File: config.mk
export PLATFORM = sky130hd
export DESIGN_NAME = mem_access_unit
export DESIGN_NICKNAME = d
export VERILOG_FILES = /design/src/rtl/mem_access_unit.sv
export SDC_FILE = /design/constraint.sdc
export NUM_CORES = 1
export LEC_CHECK = 0
export ABC_AREA = 1
export BUFFER_PORTS_ARGS = -buffer_cell sky130_fd_sc_hd__buf_4
export CAP_MARGIN = 20
export CORE_ASPECT_RATIO = 0.8
export CORE_MARGIN = 4
export CORE_UTILIZATION = 60
export DETAILED_ROUTE_END_ITERATION = 7
export GPL_ROUTABILITY_DRIVEN = 0
export PLACE_DENSITY = 0.83
export SLEW_MARGIN = 20
export SYNTH_ARGS = -nofsm -noshare
export SYNTH_HDL_FRONTEND = slang
export SYNTH_SLANG_ARGS = --single-unit
File: constraint.sdc
create_clock -name clk -period 7.6 [get_ports clk]
set_clock_uncertainty 0.2 [all_clocks]
set_input_delay 0.38 -clock clk [delete_from_list [all_inputs] [get_ports clk]]
set_output_delay 0.38 -clock clk [all_outputs]
set_load 0.01 [all_outputs]
File: src/rtl/mem_access_unit.sv
// mem_access_unit: load/store sequencer between the EX/MEM register and the
// byte-addressed, big-endian data memory. It accepts one request per
// valid/ready handshake and drives the memory bus. Misaligned H/HU/W accesses
// are split into byte accesses. All sign and zero extension is done here, and
// a one-cycle response is returned to the pipeline.
// Build option: define MISALIGN_TRAP_EN to turn misaligned H/HU/W requests into
// error responses instead of splitting them. The SPLIT path is then not built.
module mem_access_unit #(
    parameter int MEM_BYTES = 1024
) (
    input  logic        clk,
    input  logic        rst,
    input  logic        ReqValid,
    output logic        ReqReady,
    input  logic        ReqWr,
    input  logic [2:0]  ReqCtrl,
    input  logic [31:0] ReqAddr,
    input  logic [31:0] ReqData,
    output logic [31:0] Address,
    output logic [31:0] DataWr,
    output logic        DMWr,
    output logic [2:0]  DMCtrl,
    input  logic [31:0] DataRd,
    output logic        RspValid,
    output logic [31:0] RspData,
    output logic        RspErr
);

    localparam logic [2:0] CTRL_B  = 3'b000;
    localparam logic [2:0] CTRL_H  = 3'b001;
    localparam logic [2:0] CTRL_W  = 3'b010;
    localparam logic [2:0] CTRL_BU = 3'b100;
    localparam logic [2:0] CTRL_HU = 3'b101;

    typedef enum logic [1:0] {IDLE, ACCESS, SPLIT, RESP_ERR} state_t;

    state_t      state_q, state_d;
    logic        wr_q;
    logic [2:0]  ctrl_q;
    logic [31:0] addr_q;
    logic [31:0] data_q;
    logic        accept;
    logic        req_range_err;
    logic        req_misaligned;
    logic        req_err;
`ifndef MISALIGN_TRAP_EN
    logic [1:0]  k_q;
    logic [1:0]  k_last;
    logic [31:0] asm_q;
    logic [31:0] asm_shift;
`endif

    function automatic logic ctrl_legal(input logic [2:0] c);
        return (c == CTRL_B) || (c == CTRL_H) || (c == CTRL_W) ||
               (c == CTRL_BU) || (c == CTRL_HU);
    endfunction

    function automatic logic [32:0] ctrl_size(input logic [2:0] c);
        case (c)
            CTRL_H, CTRL_HU: return 33'd2;
            CTRL_W:          return 33'd4;
            default:         return 33'd1;
        endcase
    endfunction

    function automatic logic ctrl_misaligned(input logic [2:0] c, input logic [1:0] a);
        case (c)
            CTRL_H, CTRL_HU: return a[0];
            CTRL_W:          return a != 2'b00;
            default:         return 1'b0;
        endcase
    endfunction

    // Load result extension; the signed locals make the sign extension explicit.
    function automatic logic [31:0] extend(input logic [2:0] c, input logic [31:0] v);
        logic signed [7:0]  b;
        logic signed [15:0] h;
        b = v[7:0];
        h = v[15:0];
        case (c)
            CTRL_B:  return 32'(b);
            CTRL_BU: return {24'h0, v[7:0]};
            CTRL_H:  return 32'(h);
            CTRL_HU: return {16'h0, v[15:0]};
            default: return v;
        endcase
    endfunction

    function automatic logic [7:0] store_byte(input logic [31:0] d, input logic [1:0] sel);
        case (sel)
            2'd3:    return d[31:24];
            2'd2:    return d[23:16];
            2'd1:    return d[15:8];
            default: return d[7:0];
        endcase
    endfunction

    assign ReqReady       = (state_q == IDLE);
    assign accept         = ReqValid && ReqReady;
    // 33-bit sum so that addresses near 2^32 cannot wrap back into range.
    assign req_range_err  = ({1'b0, ReqAddr} + ctrl_size(ReqCtrl) - 33'd1) >= 33'(MEM_BYTES);
    assign req_misaligned = ctrl_misaligned(ReqCtrl, ReqAddr[1:0]);
`ifdef MISALIGN_TRAP_EN
    assign req_err        = !ctrl_legal(ReqCtrl) || req_range_err || req_misaligned;
`else
    assign req_err        = !ctrl_legal(ReqCtrl) || req_range_err;
    assign k_last         = (ctrl_q == CTRL_W) ? 2'd3 : 2'd1;
    assign asm_shift      = {asm_q[23:0], DataRd[7:0]};
`endif

    // State register.
    always_ff @(posedge clk) begin
        if (rst) begin
            state_q <= IDLE;
        end else begin
            state_q <= state_d;
        end
    end

    // Next-state decode and memory bus drive; the bus is idle outside ACCESS/SPLIT.
    always_comb begin
        state_d = state_q;
        Address = 32'h0;
        DataWr  = 32'h0;
        DMWr    = 1'b0;
        DMCtrl  = CTRL_W;
        case (state_q)
            IDLE: begin
                if (accept) begin
                    if (req_err) begin
                        state_d = RESP_ERR;
                    end
`ifndef MISALIGN_TRAP_EN
                    else if (req_misaligned) begin
                        state_d = SPLIT;
                    end
`endif
                    else begin
                        state_d = ACCESS;
                    end
                end
            end
            ACCESS: begin
                Address = addr_q;
                DataWr  = data_q;
                DMWr    = wr_q;
                case (ctrl_q)
                    CTRL_H, CTRL_HU: DMCtrl = CTRL_H;
                    CTRL_W:          DMCtrl = CTRL_W;
                    default:         DMCtrl = wr_q ? CTRL_B : CTRL_BU;
                endcase
                state_d = IDLE;
            end
`ifndef MISALIGN_TRAP_EN
            SPLIT: begin
                // Byte k goes to addr+k; store bytes leave MSB first.
                Address = addr_q + {30'h0, k_q};
                DataWr  = {24'h0, store_byte(data_q, k_last - k_q)};
                DMWr    = wr_q;
                DMCtrl  = wr_q ? CTRL_B : CTRL_BU;
                if (k_q == k_last) begin
                    state_d = IDLE;
                end
            end
`endif
            RESP_ERR: begin
                state_d = IDLE;
            end
            default: begin
                state_d = IDLE;
            end
        endcase
    end

    // Request capture on accept; only used while the access is in flight.
    always_ff @(posedge clk) begin
        if (accept) begin
            wr_q   <= ReqWr;
            ctrl_q <= ReqCtrl;
            addr_q <= ReqAddr;
            data_q <= ReqData;
        end
    end

    // Byte counter, load assembly and registered response.
    always_ff @(posedge clk) begin
        if (rst) begin
`ifndef MISALIGN_TRAP_EN
            k_q      <= 2'd0;
            asm_q    <= 32'h0;
`endif
            RspValid <= 1'b0;
            RspErr   <= 1'b0;
            RspData  <= 32'h0;
        end else begin
            RspValid <= 1'b0;
            RspErr   <= 1'b0;
            case (state_q)
                IDLE: begin
`ifndef MISALIGN_TRAP_EN
                    if (accept) begin
                        k_q   <= 2'd0;
                        asm_q <= 32'h0;
                    end
`endif
                end
                ACCESS: begin
                    RspValid <= 1'b1;
                    RspData  <= wr_q ? 32'h0 : extend(ctrl_q, DataRd);
                end
`ifndef MISALIGN_TRAP_EN
                SPLIT: begin
                    if (!wr_q) begin
                        asm_q <= asm_shift;
                    end
                    if (k_q == k_last) begin
                        k_q      <= 2'd0;
                        RspValid <= 1'b1;
                        RspData  <= wr_q ? 32'h0 : extend(ctrl_q, asm_shift);
                    end else begin
                        k_q <= k_q + 2'd1;
                    end
                end
`endif
                RESP_ERR: begin
                    RspValid <= 1'b1;
                    RspErr   <= 1'b1;
                    RspData  <= 32'h0;
                end
                default: begin
                end
            endcase
        end
    end

endmodule

# --- After elaboration in Yosys (flattened, before gate mapping) ---
# Cells that the tools add are included.
op_classes:
  add_sub_neg: 5
  n_lt_le_gt_ge: 1
  eq_ne: 18
  mux: 30
  reduce_logical: 21
ops:
  columns: ["op", "n"]
  rows:
  - ["$pmux W32 S4", 2]
  - ["$pmux W32 S2", 2]
  - ["$mux W32", 3]
  - ["$pmux W32 S3", 1]
  - ["$mux W24", 2]
  - ["$pmux W24 S2", 1]
  - ["$add A32 B33 Y33", 1]
  - ["$ge A33 B11 Y1 const B", 1]
  - ["$sub A33 B1 Y33 const B", 1]
  - ["$add A32 B2 Y32", 1]
  - ["$pmux W8 S3", 1]
  - ["$pmux W3 S2", 3]
  - ["$mux W2", 7]
  - ["$eq A3 B3 Y1 const B", 4]
  - ["$eq A2 B2 Y1 const B", 4]
  - ["$reduce_or A2 Y1", 4]
  - ["$eq A3 B1 Y1 const B", 2]
  - ["$eq A3 B2 Y1 const B", 2]
  - ["$logic_not A3 Y1", 2]
  - ["$pmux W2 S3", 1]
  - ["$reduce_and A2 Y1", 3]
  - ["$logic_or A1 B1 Y1", 5]
  - ["$eq A2 B1 Y1 const B", 2]
  - ["$ne A2 B2 Y1 const B", 2]
  - ["other kinds (14)", 18]
word_totals:
  regBits: 130
  output_inout_bits: 103
  wordCells: 85

# --- Longest topological paths before layout ---
# Gate-level depths: netlist of run 1.
logic_depth:
  word_depth: 10
  mapped_depth: 25

# --- Worst setup path before layout of run 1 ---
# No wires, ideal clock.
synth_path:
  path_kind: "register -> register"
  startpoint: "register state_q[0]"
  endpoint: "register addr_q[0] (enable)"
  setup_time_ns: 0.422
  t_arrival_ns: 2.172
  required_time_ns: 6.978
  path_slack_ns: 4.806
  stages_incl_launch_ff: 5
  n_path_buf: 0
  period_less_slack_ns: 2.794
  path_cell_list: "dfxtp_1 inv_1 ha_1 nand2_1 inv_1"
synth_via:
  elab_chain_len: 2
synth_lines:
  columns: ["element", "line", "source"]
  rows:
  - ["start, declared", "37", "state_t state_q, state_d;"]
  - ["start signal, assigned", "116", "state_q <= state_d;"]
  - ["$logic_not A2 Y1", "98", "assign ReqReady = (state_q == IDLE);"]
  - ["named net ReqReady", "14", "output logic ReqReady,"]
  - ["$logic_and A1 B1 Y1", "99", "assign accept = ReqValid && ReqReady;"]
  - ["named net accept", "42", "logic accept;"]
  - ["end signal, assigned", "180", "addr_q <= ReqAddr;"]
  - ["end, declared", "40", "logic [31:0] addr_q;"]
# The timed path passes the listed nets, and every way through them passes these cells.
# A chain may end at the register's enable or synchronous reset.

# --- Final worst setup path of run 1 ---
layout_path:
  startpoint: "register k_q[0]"
  endpoint: "output port Address[26]"
layout_via:
  elab_chain_len: 2
layout_lines:
  columns: ["element", "line", "source"]
  rows:
  - ["start, declared", "47", "logic [1:0] k_q;"]
  - ["start signal, assigned", "221", "k_q <= k_q + 2'd1;"]
  - ["$add A32 B2 Y32", "157", "Address = addr_q + {30'h0, k_q};"]
  - ["$pmux W32 S2", "127", "case (state_q)"]
  - ["end, declared", "19", "output logic [31:0] Address,"]
# No other way between the ends.

==> results of run 1 <==
[registers in the layout, indices dropped and copies added, names as in the netlist]
name,flops
state_q,2
addr_q,32
data_q,32
asm_q,24
wr_q,1
RspData,32
ctrl_q,3
RspValid,1
k_q,2
RspErr,1
[layout by cell type, fill, tap and decap left out, types with 3 or more instances in the layout]
master	instances
a211oi_1	4
a21oi_1	90
a221oi_1	3
a31oi_1	3
buf_4	209
clkbuf_16	18
clkinv_2	3
dfxtp_1	62
dlygate4sd3_1	68
edfxtp_1	68
ha_1	39
inv_1	257
inv_2	8
inv_6	6
nand2_1	368
nand2_2	3
nand3_1	88
nand3b_1	3
nand4_1	21
nor2_1	187
nor2_2	3
nor2_4	3
nor3_1	14
nor3_2	3
nor4_1	8
o21ai_0	43
o21bai_1	5
o22ai_1	45
or2_2	15
[metal layers]
layer / wire length, um / global-route usage [%] / up-vias / share of wire, %
li1: - / - / 5024 / -
met5: 0 / 0 / - / 0
met1: 12500 / 47.2 / 4841 / 40
met4: 927 / 12.2 / 0 / 3.0
met3: 3610 / 7.17 / 96 / 12
met2: 14300 / 55.7 / 644 / 46
[power breakdown]
part / internal, uW / switching, uW
combinational: 264 / 438
sequential: 815 / 48.1
clock: 475 / 333
total: 1550 / 819
[area by class of cell]
| class | instances | area [um2] | area share (%) |
|---|---|---|---|
| Clock inverter | 13 | 119 | 0.982 |
| Inverter | 266 | 998 | 8.25 |
| Clock buffer | 19 | 454 | 3.75 |
| Timing Repair Buffer | 277 | 2250 | 18.6 |
| Sequential cell | 130 | 3280 | 27.1 |
| Multi-Input combinational cell | 971 | 4760 | 39.3 |
| Tap cell | 189 | 236 | 1.95 |
[worst min path at each step]
| stage | startpoint | to | slack, ns | cells past startpoint |
|---|---|---|---|---|
| after floorplan | state_q[1]$_SDFFE_PP0P_ | state_q[1]$_SDFFE_PP0P_ | 0.28 | 2 |
| after global placement | RspData[2]$_SDFFE_PP0P_ | RspData[2]$_SDFFE_PP0P_ | 0.25 | 2 |
| after detailed placement | RspData[1]$_SDFFE_PP0P_ | RspData[1]$_SDFFE_PP0P_ | 0.26 | 2 |
| after CTS | DataRd[7] | RspData[7]$_SDFFE_PP0P_ | 0.01 | 3 |
| after global routing | DataRd[0] | RspData[0]$_SDFFE_PP0P_ | 0.04 | 3 |
| final | DataRd[7] | RspData[7]$_SDFFE_PP0P_ | 0.04 | 3 |
[logic make-up (layout without fill, tap and decap cells)]
| logic type | Yosys count | after routing | share of synthesized area, % |
|---|---|---|---|
| buffers and inverters | 300 | 575 | 12.4 |
| and+or+nand+nor | 723 | 723 | 33.3 |
| DFF | 130 | 130 | 35.8 |
| xor gates and xnor gates | 1 | 1 | 0.0954 |
| AOI/OAI and AO/OA | 205 | 205 | 12.6 |
| adders and majority gates | 42 | 42 | 5.89 |
[through the flow]
stage                     util (%)  instance area, um2  hold WS (ns)
after floorplan                  -                9180         0.276
after global placement        72.3               10800         0.254
after detailed placement      72.3               10800         0.257
after CTS                     80.6               12100        0.0146
after global routing          80.6               12100        0.0392
final                         80.6               12100        0.0428
[timing repair]
| item | 4_1_cts | 5_1_grt |
|---|---|---|
| hold buffers | 68 | 0 |
| buffers inserted | 0 | 0 |
| gates resized for setup | 0 | 0 |
| endpoints found under the hold margin | 68 | 0 |
| endpoints found under the setup margin | 0 | 0 |
[synth_stat cells (all sizes together)]
library cell	count	area share [%]
fa	2	0.44
a21oi	90	4.9
o211ai	1	0.082
edfxtp	68	22
a211oi	4	0.33
inv	265	11
o31ai	2	0.16
o21bai	5	0.41
nand4	22	1.6
or2	18	1.3
a311oi	1	0.095
o22ai	45	3.1
a32o	1	0.11
and2	1	0.068
a31o	1	0.095
nand2	371	15
clkinv	1	0.041
buf	8	0.48
nor2	193	8.2
o21a	1	0.082
o21ai	45	2.5
ha	40	5.5
a221oi	3	0.29
nand3b	3	0.25
dfxtp	62	14
o32ai	2	0.19
xor2	1	0.095
nor3	18	1.3
nand3	88	4.8
nor4	8	0.55
clkbuf	26	1.1
nor3b	1	0.082
a2bb2oi	1	0.095
a31oi	3	0.20
[worst reg2reg max path: stages, from the launching register on]
cell and delay (ns):
edfxtp_1 0.39, inv_2 0.45, nor3_2 0.14, nand2_1 0.11, nand2_1 0.09, inv_1 0.10
nand2_1 0.07, nand2_1 0.10, inv_2 0.13, nor2_4 0.53, inv_2 0.44, a21oi_1 0.25
nor2_1 0.06
==> flow_summary.yaml, run 1 <==
status:
  status: "finished clean"
setup_path:
  r2r_setup_slack_ns: 4.43
  crit_buf_inv: 1
  crit_path_start_kind: "register"
  reg2reg_from: "ctrl_q[1]$_DFFE_PP_"
  required_ns: 7.02
  path_depth: 13
  slowest_stage: "nor4_1"
  cp-endpoint: "Address[26]"
  crit_family: "simple AND/OR/NAND/NOR gates"
  arrival_ns: 3.12
  critPathMaxStageDelay_ns: 0.52
  path_max_fanout: 6
  worstSetupStartpoint: "k_q[0]$_SDFFE_PP0P_"
  worst-setup-path-type: "register to primary output"
  ff2ff_path_depth: 12
  endpoint_kind: "primary output"
  worstReg2RegEnd: "RspData[7]$_SDFFE_PP0P_"
  path_cells: "ha_1 -> fa_1 -> nand2_2 -> nor2_4 -> nand2_2 -> nor2_1 -> nand3_1 -> nor4_1 -> nand2_1 -> o21ai_0 -> nand3_1 -> a21oi_1 -> buf_4"
pwr:
  power_uw: 2370
  power.density_mw_per_mm2: 196
  leakage_uw: 0.00594
  ir_worst_vdd_mv: 0.173
timing:
  hold_violations: 0
  setup_viol: 0
  relSlewSlack_pct: 31.7
  grt_setup_unrepaired: "false"
  finalCritPeriodShare_pct: 48.7
  min_period_ns: 3.70
  layout_setup_ws_ns: 3.90
  fmax_mhz: 270
  fin_setup_tns_ns: 0
  drv_slew: 0
  worst_slew_pin_slew_ns: 1.02
logic_synthesis:
  ys_ff_latch: 130
  synth_cell_types: 46
  synth.avg_cell_area_um2: 6.55
  ys_seq_area_share_pct: 35.8
  synth_nets: 1546
  netlist_instances: 1401
  synthesis.area_mm2: 0.00918
  synth_warnings: 0
cts:
  cts_htree_levels: 4
  clk_pin_slew_ns: 0.06
  cts_made_buffers: 17
  clock_latency_ns: 0.42
  cts_tree: "yes"
  clock-sinks: 130
  root_buffer: "clkbuf_16"
  clockBufferDepth: 2
final_layout:
  nFillCells: 1056
  nets: 1808
  fin_cells: 1865
  diodes: 0
  layout-drive-gt1-share_pct: 16.7
  area_growth_pct: 31.8
placed_design:
  dp_hpwl_um: 22300
  port_buffers: 205
  pre_cts_ws_ns: 4.37
  dp.cells: 1765
floorplan:
  die_h_um: 119
  core_mm2: 0.0150
  initial_core_util_pct: 61.2
  fp.dieW_um: 146
  rows: 40
  die_area_mm2: 0.0174
  io_pins: 206
global_route:
  grt_pass1_vias: 9734
  antenna_found_initial: 0
  grt_remaining_overflow: 0
  grt.total_usage_pct: 34.9
  grt_max_degree: 50
  grt_pass1_wl_um: 48900
drt:
  wl_per_cell_um: 16.8
  wirelength_um: 31400
  dr_total_vias: 10600
  dr.pass1.iters: 6
  postRouteAntennaNets: 0
  drt-initial-drc-count: 1283
  drc_errors: 0
  drt-vias-per-instance: 5.69
job:
  maxCapViolations: 0
hold_path:
  hold_path_class: "input pin to register"
No activity file was read; power rests on OpenSTA's default activity.
==> run 2: changes to the inputs <==
--- a/config.mk
+++ b/config.mk
@@ -5,15 +5,15 @@
 export SDC_FILE = /design/constraint.sdc
 export NUM_CORES = 1
 export LEC_CHECK = 0
-export ABC_AREA = 1
+export ABC_AREA = 0
 export BUFFER_PORTS_ARGS = -buffer_cell sky130_fd_sc_hd__buf_4
 export CAP_MARGIN = 20
 export CORE_ASPECT_RATIO = 0.8
 export CORE_MARGIN = 4
-export CORE_UTILIZATION = 60
+export CORE_UTILIZATION = 49
 export DETAILED_ROUTE_END_ITERATION = 7
 export GPL_ROUTABILITY_DRIVEN = 0
-export PLACE_DENSITY = 0.83
+export PLACE_DENSITY = 0.73
 export SLEW_MARGIN = 20
 export SYNTH_ARGS = -nofsm -noshare
 export SYNTH_HDL_FRONTEND = slang
==> constraint.sdc (replaced) <==
create_clock -name clk -period 3.25 [get_ports clk]
set_clock_uncertainty 0.2 [all_clocks]
set_input_delay 0.1625 -clock clk [delete_from_list [all_inputs] [get_ports clk]]
set_output_delay 0.1625 -clock clk [all_outputs]
set_load 0.01 [all_outputs]
==> run 2 against run 1 <==
Critical path depth down 2. Sequential cell count did not move. The flow now finishes with violations (negative setup slack). Clock-buffer cell count is 2 lower. Critical path type unchanged. Combinational power increased by 150%. Hold slack lost 0.033 ns. Largest power group unchanged. Final cell count down 18%. Utilization down 7.3 points. First-iteration DRC count shrank 44%. Sequential share of layout area down 0.42 points.
==> flow_summary.yaml, run 2 <==
setup_path:
  path_cells: "ha_4 -> fa_2 -> nand3_4 -> or3_4 -> nor4_4 -> and4_1 -> nand4_1 -> xnor2_1 -> a22oi_1 -> nor2b_1 -> buf_4"
  slowest_stage: "or3_4"
  path_max_fanout: 2
  crit_path_start_kind: "register"
  worstSetupStartpoint: "addr_q[0]$_DFFE_PP_"
  arrival_ns: 2.90
  crit_buf_inv: 1
  required_ns: 2.89
  critPathMaxStageDelay_ns: 0.42
  crit_family: "simple AND/OR/NAND/NOR gates"
  endpoint_kind: "primary output"
  worst-setup-path-type: "register to primary output"
  reg2reg_from: "ctrl_q[2]$_DFFE_PP_"
floorplan:
  initial_core_util_pct: 50.6
  core_mm2: 0.0168
  io_pins: 206
  die_area_mm2: 0.0195
  fp.dieW_um: 155
  die_h_um: 126
  rows: 42
pwr:
  power_uw: 5560
  power.density_mw_per_mm2: 452
  leakage_uw: 0.00508
  ir_worst_vdd_mv: 0.363
cts:
  clockBufferDepth: 2
  cts_htree_levels: 4
  clk_pin_slew_ns: 0.06
  root_buffer: "clkbuf_16"
  clock_latency_ns: 0.42
  cts_made_buffers: 17
  clock-sinks: 130
  cts_tree: "yes"
final_layout:
  diodes: 0
  final_util_pct: 73.4
  multi_input_area_mm2: 0.00501
  nFillCells: 1257
  nets: 1441
  area_growth_pct: 44.9
  layout-drive-gt1-share_pct: 28.0
  seqCellArea_mm2: 0.00328
  final_cell_mix: "260 x buf_4, 100 x dlygate4sd3_1, 88 x nor2_1, 73 x nand2_1, 68 x edfxtp_1"
  final_common_cell: "buf_4"
  top_regs: "RspData: 32 flops, addr_q: 32 flops, data_q: 32 flops"
logic_synthesis:
  synth_xor_area_share_pct: 3.82
  netlist_instances: 974
  synth_common_cells: "90 x nor2_1, 73 x nand2_1, 68 x edfxtp_1"
  ys_ff_latch: 130
  yosysMostFrequentCell: "nor2_1"
  ys_seq_area_share_pct: 38.7
  muxShareOfSynthArea_pct: 1.90
  synth_top_family_by_area: "compound AO/OA/AOI/OAI gates"
  synth_top_flop_cell: "edfxtp_1"
  synth.avg_cell_area_um2: 8.71
  synth_nets: 1119
  synthArstFlopShare_pct: 0
  synth_warnings: 0
  synthSimpleGateAreaFrac_pct: 21.6
  synth_cell_types: 78
  synth_edf_count: 68
  synth_fa_ha_area_share_pct: 6.37
  netlist.top_cell.by_area: "edfxtp_1"
  synth_compound_area_share_pct: 22.3
  synth_top_area_share_pct: 24.1
  synthesis.area_mm2: 0.00849
  synth.top_cells.by_area: "edfxtp_1 24%, dfxtp_1 15%, ha_1 5.9%"
hold_path:
  hold_path_class: "input pin to register"
  worstHoldStart: "DataRd[12]"
drt:
  wl_per_cell_um: 17.6
  drt-vias-per-instance: 5.73
  dr.pass1.iters: 5
  drc_errors: 0
  drt-initial-drc-count: 713
  postRouteAntennaNets: 0
  wirelength_um: 26900
  dr_total_vias: 8756
global_route:
  antenna_found_initial: 0
  grt.total_usage_pct: 26.3
  grt_pass1_vias: 8184
  grt_pass1_wl_um: 42000
  grt_remaining_overflow: 0
  grt_max_degree: 63
job:
  maxCapViolations: 0
timing:
  hold_violations: 0
  drv_slew: 0
  fmax_mhz: 307
  relSlewSlack_pct: 46.7
  worst_slew_pin_slew_ns: 0.799
  finalCritPeriodShare_pct: 100
  setup_viol: 1
  layout_setup_ws_ns: -0.0101
  grt_setup_unrepaired: "true"
  min_period_ns: 3.26
placed_design:
  dp_hpwl_um: 18800
  port_buffers: 205
status:
  status: "finished, violations left"
  violations: "negative setup slack"
[run 2: changes by cell type in the layout (fill, tap and decap cells not counted), moves of 24 or more]
cell | previous run | this run
a22oi_1 | 0 | 65
buf_4 | 209 | 260
a21oi_1 | 90 | 47
nand2_1 | 368 | 73
o22ai_1 | 45 | 3
xnor2_1 | 0 | 24
nand3_1 | 88 | 39
nor2b_1 | 0 | 42
and2_1 | 1 | 26
inv_1 | 257 | 53
nor2_1 | 187 | 88
dlygate4sd3_1 | 68 | 100
[run 2: repair_timing]
item / 4_1_cts / 5_1_grt
buffers inserted: 1 / 8
pin swaps: 1 / 29
endpoints found under the setup margin: 8 / 13
resized for setup: 7 / 46
gates cloned: 0 / 0
hold endpoints to repair: 108 / 0
hold buffers: 100 / 0
[run 2: cell families (layout without fill, tap and decap cells)]
kind of cell,Yosys count,in the layout
fa+ha+maj,42,42
mux,16,16
xor+xnor,37,37
flops,130,130
simple gates,364,364
compound gates,274,274
buf+inv,111,446
[run 2: worst paths after layout]
kind	endpoint	slack, ns	cells past startpoint
setup / recovery	Address[30]	-0.01	11
setup reg to reg	RspData[8]$_SDFFE_PP0P_	0.55	8
hold reg to reg	RspData[0]$_SDFFE_PP0P_	0.25	2
hold / removal	RspData[12]$_SDFFE_PP0P_	0.01	5
[run 2: per-layer routing]
| layer | GRT usage, % | vias up | wire [um] |
|---|---|---|---|
| met1 | 35.5 | 4174 | 11400 |
| met2 | 43.5 | 354 | 13000 |
| met3 | 5.73 | 37 | 2070 |
| met5 | 0 | - | 0 |
| li1 | - | 4191 | - |
| met4 | 5.92 | 0 | 425 |
[run 2: through the flow]
| stage | hold WS [ns] | area [um2] | TNS [ns] | setup slack, ns | instances |
|---|---|---|---|---|---|
| 2_1_floorplan | 0.0614 | 8490 | 0 | 0.0677 | 974 |
| 5_1_grt | 0.0527 | 12300 | -0.507 | -0.159 | 1529 |
| 6_report | 0.0102 | 12300 | -0.0101 | -0.0101 | 1529 |
| 4_1_cts | 0.00989 | 12000 | 0 | 0.00104 | 1521 |
| 3_3_place_gp | 0.141 | 10400 | -0.607 | -0.312 | 1388 |
| 3_5_place_dp | 0.142 | 10400 | -0.796 | -0.402 | 1388 |
[run 2: final cells by class]
| cell class | count | area share (%) |
|---|---|---|
| inverters | 53 | 1.62 |
| clock inverters | 15 | 1.10 |
| clock buffers | 17 | 3.46 |
| repair buffers | 361 | 24.1 |
| well taps | 220 | 2.24 |
| flip-flops and latches | 130 | 26.7 |
| multi-input cells | 733 | 40.8 |
[run 2: worst reg2reg max path, cell delays in order (launching register included)]
cell	delay (ns)
edfxtp_1	0.45
nor2_1	0.17
nand2_1	0.16
xor2_1	0.36
nand2_1	0.20
nand2_1	0.17
nand2b_1	0.40
a211oi_1	0.39
nor3_1	0.07
[run 2: report_power, final]
| group | switching (uW) | internal (uW) | total, uW |
|---|---|---|---|
| logic | 939 | 787 | 1730 |
| clock network | 811 | 1010 | 1820 |
| registers | 112 | 1900 | 2010 |
| total | 1860 | 3700 | 5560 |
